### config.mk
export PLATFORM = sky130hd
export DESIGN_NAME = aes_tur_denetleyici
export DESIGN_NICKNAME = d
export VERILOG_FILES = /design/src/rtl/aes_tur_denetleyici.sv
export SDC_FILE = /design/constraint.sdc
export NUM_CORES = 1
export LEC_CHECK = 0
export BUFFER_PORTS_ARGS = -buffer_cell sky130_fd_sc_hd__buf_2
export CORE_AREA = 2 2 256 258
export DETAILED_ROUTE_END_ITERATION = 10
export DIE_AREA = 0 0 258 260
export GPL_TIMING_DRIVEN = 0
export PLACE_DENSITY = 0.44
export REMOVE_ABC_BUFFERS = 1
export SLEW_MARGIN = 20
export SYNTH_ARGS = -nofsm -noshare
export SYNTH_HDL_FRONTEND = slang
export SYNTH_SLANG_ARGS = --single-unit
### constraint.sdc
create_clock -name clk_i -period 6.8 [get_ports clk_i]
set_input_delay 2.04 -clock clk_i [delete_from_list [all_inputs] [get_ports clk_i]]
set_output_delay 2.04 -clock clk_i [all_outputs]
set_load 0.1 [all_outputs]
### src/rtl/aes_tur_denetleyici.sv
// Iterative AES-128 round sequencer: owns the cipher state, performs the key additions
// and steps an external combinational round function once per fetched round key.
module aes_tur_denetleyici #(
    parameter int NR = 10
) (
    input  logic         clk_i,
    input  logic         rst_i,
    input  logic         baslat_i,
    input  logic         iptal_i,
    input  logic [127:0] duz_metin_i,
    output logic         hazir_o,
    output logic [3:0]   tur_no_o,
    output logic         anahtar_istek_o,
    input  logic         anahtar_gecerli_i,
    input  logic [127:0] tur_anahtari_i,
    output logic [127:0] tur_girdi_o,
    output logic         son_tur_o,
    input  logic [127:0] tur_cikti_i,
    output logic [127:0] sifreli_metin_o,
    output logic         bitti_o
);

    // state          | meaning
    // BOS            | idle, plaintext captured on baslat
    // ANAHTAR_BEKLE  | waiting for the key of round tur_no, applies it on anahtar_gecerli
    // BITTI          | one-cycle done pulse, ciphertext valid
    typedef enum logic [1:0] {
        BOS           = 2'd0,
        ANAHTAR_BEKLE = 2'd1,
        BITTI         = 2'd2
    } durum_e;

    localparam logic [3:0] NR_L = 4'(NR);

    durum_e       state_q, state_d;
    logic [127:0] durum_q, durum_d;
    logic [3:0]   tur_no_q, tur_no_d;
    logic         son_tur;

    assign son_tur = (tur_no_q == NR_L);

    always_ff @(posedge clk_i or posedge rst_i) begin
        if (rst_i) begin
            state_q  <= BOS;
            durum_q  <= '0;
            tur_no_q <= '0;
        end else begin
            state_q  <= state_d;
            durum_q  <= durum_d;
            tur_no_q <= tur_no_d;
        end
    end

    always_comb begin
        state_d  = state_q;
        durum_d  = durum_q;
        tur_no_d = tur_no_q;
        // Abort leaves durum intact so the last ciphertext stays readable.
        if (iptal_i) begin
            state_d  = BOS;
            tur_no_d = '0;
        end else begin
            case (state_q)
                BOS: begin
                    if (baslat_i) begin
                        durum_d  = duz_metin_i;
                        tur_no_d = '0;
                        state_d  = ANAHTAR_BEKLE;
                    end
                end
                ANAHTAR_BEKLE: begin
                    if (anahtar_gecerli_i) begin
                        // Round 0 is the bare initial AddRoundKey.
                        if (tur_no_q == 4'd0) begin
                            durum_d = durum_q ^ tur_anahtari_i;
                        end else begin
                            durum_d = tur_cikti_i ^ tur_anahtari_i;
                        end
                        if (son_tur) begin
                            state_d = BITTI;
                        end else begin
                            tur_no_d = tur_no_q + 4'd1;
                        end
                    end
                end
                BITTI: begin
                    state_d = BOS;
                end
                default: begin
                    state_d = BOS;
                end
            endcase
        end
    end

    assign hazir_o         = (state_q == BOS);
    assign anahtar_istek_o = (state_q == ANAHTAR_BEKLE);
    assign bitti_o         = (state_q == BITTI);
    assign son_tur_o       = (state_q == ANAHTAR_BEKLE) && son_tur;
    assign tur_no_o        = tur_no_q;
    assign tur_girdi_o     = durum_q;
    assign sifreli_metin_o = durum_q;

endmodule

==> Word level (Yosys, flattened, before mapping) <==
Cells that the tools add are included.
Widths: inputs -> output; s select.
{ "op_classes": {"bitwise": 3, "add_sub_neg": 1, "n_reduce_logical": 8, "n_eq_ne": 9, "mux": 14} }
{ "op_table": {"columns": ["cell", "n"], "rows": [
  ["$mux 128", 3],
  ["$pmux 128 s2", 1],
  ["$xor 128x128->128", 2],
  ["$mux 4", 4],
  ["$mux 2", 4],
  ["$pmux 4 s2", 1],
  ["$reduce_and 4->1", 2],
  ["$ne 3x2->1 const B", 2],
  ["$ne 3x3->1 const B", 2],
  ["$add 4x1->4 const B", 1],
  ["$eq 4x4->1 const B", 1],
  ["$logic_not 4->1", 1],
  ["$pmux 2 s2", 1],
  ["$reduce_and 3->1", 1],
  ["$reduce_bool 3->1", 1],
  ["$eq 2x1->1 const B", 1],
  ["$eq 2x2->1 const B", 1],
  ["$logic_not 2->1", 1],
  ["$ne 2x1->1 const B", 1],
  ["$ne 2x2->1 const B", 1],
  ["$reduce_bool 2->1", 1],
  ["$logic_and 1x1->1", 1],
  ["$not 1->1", 1]
]} }
{ "word_totals": {"regBits": 134, "output_inout_bits": 264, "wordCells": 38} }

==> Logic depth before layout (Yosys ltp) <==
Gate-level depths: netlist of run 1.
{ "logic_depth": {"ltp_word": 5, "depth_mapped": 8, "ltp_nobuf": 6} }

==> Worst setup path after synthesis of run 1 <==
No wires, ideal clock.
{ "synth_path": {"path_type": "reg2out", "startpoint": "register state_q[1]", "endpoint": "output son_tur_o", "path_buffers": 2, "arrival_ps": 2364, "setup_slack_ps": 2396, "path_stages_with_launch": 6, "cell_sequence": "dfrtp_1 -> nand2b_1 -> buf_2 -> buf_4 -> inv_1 -> and2_1"} }
{ "synth_between": {"elab_chain_cells": 2} }
{ "synth_lines": {"columns": ["item", "line_no", "text"], "rows": [
  ["start, declared", "35", "durum_e state_q, state_d;"],
  ["start signal, assigned", "48", "state_q <= state_d;"],
  ["$eq 2x1->1", null, null],
  ["net anahtar_istek_o", "13", "output logic anahtar_istek_o,"],
  ["$logic_and 1x1->1", "99", "assign son_tur_o = (state_q == ANAHTAR_BEKLE) && son_tur;"],
  ["end, declared", "17", "output logic son_tur_o,"]
]} }
The timed path passes the listed nets, and every way through them passes these cells.

==> Worst setup path in the final report of run 1 <==
{ "layout_path": {"startpoint": "register state_q[0]", "endpoint": "output son_tur_o"} }
{ "layout_between": {"elab_chain_cells": 2} }
{ "layout_lines": {"columns": ["item", "line_no"], "rows": [
  ["$eq 2x1->1", "99"],
  ["$logic_and 1x1->1", "99"]
]} }
No other way between the ends.

==> flow_summary_export.csv, run 1 <==
group,metric,value,unit
timing,fin_ws,2.25,ns
clocking,clock_latency,0.48,ns
synth,yosysSeqAreaShare,28.3,%
timing,post-route-period-util,66.9,%
clocking,numCtsBuffers,17,
power_and_ir_drop,total_power,6020,uW
routing,wl_met3,2650,um
finish,nNetsFinal,2306,
clocking,cts_max_path_buffers,2,
finish,layout-area-overhead-vs-synth,35.3,%
timing,max_slew_margin,56.3,%
synth,async_reset_ff_share,100,%
place,gp_congestion,0.786,
clocking,numClockSinks,134,
routing,wl_per_cell,16.2,um
timing,setup_viol,0,
synth,ys_ff_latch,134,
grt,track_usage,12.9,%
synth,synth_flop_cell,"dfrtp_1",
timing,post-route-min-period,4.55,ns
synth,synth_cell_type_count,34,
routing,ant_nets,0,
timing,holdWs,0.546,ns
power_and_ir_drop,leakagePower,0.00879,uW
setup_path,endpoint_kind,"primary output",
grt,grt_max_degree,78,
min_path,hp-class,"reg2reg",
finish,drive_gt1_share,38.5,%
timing,finClkSkew,0.0178,ns
floorplan,die_w,258,um
place,dp_hpwl,34500,um
clocking,cts_tree,"yes",
finish,layout_common_cells,"buf_2, nand2_1, nor4_1, mux2i_1, dfrtp_1",
synth,synthCells,1467,
grt,grt_pass1_vias,12100,
outcome,status,"completed",
place,place_ws,2.36,ns
finish,nFillCells,7096,
synth,yosys_warnings,0,
setup_path,worst_ep_arrival_time,2.51,ns
floorplan,ios,653,
setup_path,cp.required,4.76,ns
floorplan,die-area,0.0671,mm2
clocking,cts_hold_buffers,0,
routing,wl_met2,23400,um
floorplan,start_util,18.5,%
routing,drc,0,
place,numPortBuffers,652,
timing,fmax,0.220,GHz
setup_path,r2r_slack,3.15,ns
routing,avgViaCountPerCell,4.43,
power_and_ir_drop,power_density,375,mW/mm2
flow_run,cap_violations,0,
setup_path,path_class,"reg2out",
routing,drt_iter0_markers,718,
setup_path,slowest_stage,"dfrtp_1",
routing,met1_length,18400,um
floorplan,core,0.0641,mm2
clocking,cts.clk_slew.worst_paths,0.07,ns
power_and_ir_drop,irDropWorstVdd,0.208,mV
synth,synth_area,0.0118,mm2
setup_path,crit_chain,"nand2b_4, inv_1, and2_1, buf_2",
floorplan,rows,93,
timing,rsz0062_at_grt,"false",
clocking,htree_levels,4,
synth,synth_edf_count,0,
setup_path,start_kind,"flop",
routing,routed_wl,45300,um
setup_path,path_max_fanout,52,
grt,grt_antenna_before_repair,8,
routing,routed.top_layer,"met4",
clocking,cts_setup_buffers,0,
synth,avgSynthCellArea,8.07,um2
routing,num_vias,12300,
timing,slew_violations,0,
timing,timing.final.hold_violations,0,
grt,grt_pass1_wl,68500,um
grt,overflow,0,
place,dpl_cell_area,0.0154,mm2
clocking,cts-root-buf,"clkbuf_16",
floorplan,die_h,260,um
clocking,cts_resized,0,
timing,worst_pin_slew,0.653,ns
routing,dr.pass1.iters,5,
finish,finalInstanceArea,0.0160,mm2
finish,final_common_cell,"buf_2",
setup_path,max_stage_delay,0.61,ns
-- worst paths after layout --
check / cells after the start / endpoint / startpoint
worst min-delay path: 2 / sifreli_metin_o[97] / sifreli_metin_o[97]
worst max-delay path: 4 / son_tur_o / state_q[0]
max in group asynchronous: 3 / sifreli_metin_o[38] / rst_i
worst max register to register: 13 / sifreli_metin_o[119] / tur_no_o[0]
min in group asynchronous: 2 / sifreli_metin_o[5] / rst_i
worst min register to register: 2 / sifreli_metin_o[97] / sifreli_metin_o[97]
-- Yosys cell counts (2+ instances only) --
master	number	share of area (%)
buf_6	7	0.67
a21oi_1	2	0.085
nand2_1	256	8.1
clkbuf_1	55	1.7
dfrtp_1	134	28
nor2_1	7	0.22
nor2b_1	2	0.11
ha_1	3	0.32
buf_2	62	2.6
and3b_1	2	0.15
o211ai_1	127	8.0
buf_1	11	0.35
nor4_1	255	13
mux2_2	2	0.19
nand3_1	2	0.085
nand2b_1	2	0.11
inv_1	131	4.2
buf_4	137	8.7
mux2i_1	255	22
-- worst max-delay path: cells and delay by family (launching register included) --
kind / cells / cell delay, ns
DFF: 1 / 0.61
and+or+nand+nor: 2 / 0.61
buffers and inverters: 2 / 0.79
-- report_power, final --
group	internal [uW]	switching, uW	leakage, uW	total [uW]
Clock	563	438	0.000287	1000
Combinational	658	3180	0.00683	3840
Sequential	969	210	0.00167	1180
-- final cells by class --
| type | count | area, um2 | share of cell area [%] |
|---|---|---|---|
| sequential | 134 | 3350 | 20.9 |
| clock inverter | 13 | 145 | 0.906 |
| multi-input combinational | 930 | 6360 | 39.7 |
| tap | 855 | 1070 | 6.68 |
| timing repair buffer | 700 | 4120 | 25.7 |
| inverter | 131 | 499 | 3.12 |
| antenna | 7 | 17.5 | 0.109 |
| clock buffer | 19 | 453 | 2.83 |
-- registers in the layout, indices dropped and copies added, names as in the netlist --
name / flops
state_q: 2
tur_no_o: 4
sifreli_metin_o: 128
-- per-layer routing --
| layer | GRT usage (%) | vias up |
|---|---|---|
| li1 | - | 6033 |
| met1 | 15.1 | 5849 |
| met2 | 23.1 | 428 |
| met3 | 3.09 | 36 |
| met4 | 4.67 | 0 |
| met5 | 0 | - |
-- stage by stage --
stage	util [%]	instances	setup TNS, ns
after floorplan	-	1195	-1217.55
after global placement	22.6	2702	-2474.49
after detailed placement	24.0	2750	0
after CTS	25.0	2782	0
after global routing	25.0	2787	0
final	25.0	2789	0
-- kinds of logic (layout without fill, tap and decap cells) --
kind of cell,count (synthesis),in the layout,share of synthesized area (%)
xor+xnor,1,1,0.0740
mux,258,258,21.9
fa+ha+maj,3,3,0.317
simple gates,532,532,22.6
compound gates,136,136,8.63
other cells,0,7,0
flops,134,134,28.3
buf+inv,403,863,18.2
Note: power is estimated with default switching activity, not from simulation.
==> run 2, diff against run 1 <==
--- a/config.mk
+++ b/config.mk
@@ -5,12 +5,13 @@
 export SDC_FILE = /design/constraint.sdc
 export NUM_CORES = 1
 export LEC_CHECK = 0
+export ABC_AREA = 1
 export BUFFER_PORTS_ARGS = -buffer_cell sky130_fd_sc_hd__buf_2
 export CORE_AREA = 2 2 256 258
 export DETAILED_ROUTE_END_ITERATION = 10
 export DIE_AREA = 0 0 258 260
 export GPL_TIMING_DRIVEN = 0
-export PLACE_DENSITY = 0.44
+export PLACE_DENSITY = 0.46
 export REMOVE_ABC_BUFFERS = 1
 export SLEW_MARGIN = 20
 export SYNTH_ARGS = -nofsm -noshare
==> constraint.sdc (replaced) <==
create_clock -name clk_i -period 4.7 [get_ports clk_i]
set_input_delay 1.41 -clock clk_i [delete_from_list [all_inputs] [get_ports clk_i]]
set_output_delay 1.41 -clock clk_i [all_outputs]
set_load 0.1 [all_outputs]
==> flow_summary_export.csv, run 2 <==
group,metric,value,unit
outcome,status,"completed",
timing,timing.final.hold_violations,0,
routing,wl_per_cell,14.0,um
clocking,cts_resized,0,
synth,synth_area_leaders,"dfrtp_1, nand3_1, nand2_1",
finish,drive_gt1_share,25.4,%
clocking,htree_levels,4,
setup_path,r2r_start,"tur_no_o[2]",
clocking,numCtsBuffers,17,
clocking,cts_tree,"yes",
routing,avgViaCountPerCell,4.12,
synth,yosysSeqAreaShare,25.2,%
min_path,hp-class,"reg2reg",
place,dp_cells,3657,
clocking,cts_setup_buffers,0,
timing,setup-tns-final,0,ns
routing,num_vias,15200,
grt,grt_pass1_vias,13500,
place,gp_congestion,0.782,
synth,avgSynthCellArea,5.58,um2
synth,synth_top_cell_by_area,"dfrtp_1",
routing,dr.pass1.iters,5,
setup_path,r2r_slack,2.03,ns
synth,async_reset_ff_share,100,%
synth,ys_ff_latch,134,
timing,max_slew_margin,55.9,%
grt,grt_max_degree,117,
finish,final_common_cell,"nand2_1",
synth,synth_cell_type_count,20,
timing,post-route-min-period,3.60,ns
timing,fmax,0.278,GHz
finish,final_cells,3700,
synth,yosysMostFrequentCell,"nand2_1",
place,dp_hpwl,37900,um
floorplan,die-area,0.0671,mm2
finish,largest_reg_flops,128,
clocking,cts.clk_slew.worst_paths,0.07,ns
floorplan,die_w,258,um
clocking,cts-root-buf,"clkbuf_16",
grt,grt_pass1_wl,78400,um
timing,finClkSkew,0.0132,ns
min_path,min_path_cells,2,
setup_path,cp.required,3.29,ns
setup_path,crit_start,"state_q[1]",
clocking,cts_hold_buffers,0,
grt,grt_antenna_before_repair,15,
timing,worst_pin_slew,0.660,ns
clocking,numClockSinks,134,
finish,layout-area-overhead-vs-synth,30.7,%
clocking,clock_latency,0.47,ns
timing,slew_violations,0,
routing,routed_wl,52000,um
setup_path,cp-endpoint,"anahtar_istek_o",
routing,drt_iter0_markers,806,
synth,synth_area,0.0133,mm2
clocking,cts_max_path_buffers,2,
setup_path,endpoint_kind,"primary output",
place,numPortBuffers,652,
finish,nFillCells,7427,
synth,yosys_warnings,0,
flow_run,cap_violations,0,
synth,synth_common_cells,"nand2_1, nand3_1, inv_1, nor2_1, buf_4",
synth,synthCells,2388,
floorplan,ios,653,
routing,drc,0,
routing,ant_nets,0,
floorplan,core,0.0641,mm2
setup_path,worst_ep_arrival_time,2.19,ns
grt,track_usage,15.0,%
setup_path,r2r_cells,11,
finish,nNetsFinal,3213,
timing,post-route-period-util,76.6,%
grt,overflow,0,
setup_path,path_class,"reg2out",
floorplan,die_h,260,um
synth,synth_edf_count,0,
timing,rsz0062_at_grt,"false",
floorplan,rows,93,
synth,synth_top_cell_area_share,25.2,%
timing,setup_viol,0,
setup_path,path_max_fanout,66,
setup_path,reg2reg_to,"sifreli_metin_o[54]",
floorplan,start_util,20.8,%
finish,layout_common_cells,"nand2_1, buf_2, nand3_1",
synth,synth_flop_cell,"dfrtp_1",
setup_path,start_kind,"flop",
==> run 2: changes by cell type in the layout (fill, tap and decap cells not counted), sizes merged, moves of 3 or more <==
cell | previous run | this run
diode | 7 | 11
nand2 | 256 | 665
nor2 | 7 | 266
nor4 | 255 | 0
inv | 135 | 401
nand3 | 2 | 645
o21ai | 1 | 4
o211ai | 127 | 0
buf | 700 | 683
mux2i | 256 | 0
==> run 2: cell type report <==
class / instances / area, um2 / area share (%)
timing repair buffer: 683 / 4060 / 23.3
sequential: 134 / 3350 / 19.2
multi-input combinational: 1587 / 6850 / 39.3
clock inverter: 12 / 95.1 / 0.546
inverter: 398 / 1510 / 8.66
tap: 855 / 1070 / 6.14
clock buffer: 20 / 457 / 2.62
antenna: 11 / 27.5 / 0.158
==> run 2: cells by family after synthesis <==
family,count (synthesis),synth area share (%)
adders and majority gates,3,0.282
DFF,134,25.2
AOI/OAI and AO/OA,6,0.272
buffers and inverters,667,23.7
and+or+nand+nor,1578,50.6
==> run 2: metal layers <==
metal | GRT usage, % | part of all wire, % | wire length (um)
met2 | 25.1 | 48 | 25000
met1 | 19.1 | 45 | 23400
met5 | 0 | 0.18 | 92
met4 | 3.89 | 1.5 | 767
met3 | 3.68 | 5.3 | 2750
==> run 2: worst min path at each step <==
stage	slack, ns	from	end
2_1_floorplan	0.55	state_q[0]	state_q[0]
3_3_place_gp	0.54	sifreli_metin_o[58]	sifreli_metin_o[58]
3_5_place_dp	0.54	sifreli_metin_o[104]	sifreli_metin_o[104]
4_1_cts	0.56	sifreli_metin_o[58]	sifreli_metin_o[58]
5_1_grt	0.60	sifreli_metin_o[58]	sifreli_metin_o[58]
6_report	0.55	sifreli_metin_o[104]	sifreli_metin_o[104]
==> run 2: metrics by stage <==
stage | area, um2 | utilization [%] | hold WS, ns | setup slack (ns)
floorplan | 11700 | - | 0.546 | -5.44
global placement | 16000 | 25.0 | 0.537 | -13.64
detailed placement | 16800 | 26.3 | 0.538 | 1.39
CTS | 17400 | 27.1 | 0.558 | 1.05
global route | 17400 | 27.2 | 0.595 | 0.950
finish | 17400 | 27.2 | 0.551 | 1.10
==> run 2: critical path: stages (launching register included) <==
cell,delay [ns]
dfrtp_1,0.40
clkinv_1,0.09
nand2_1,0.22
inv_8,0.39
buf_2,0.52
Power of run 2 is left out: the tool's default activity adds up to more than one toggle a clock period on the data nets, which glitch-free logic cannot reach.
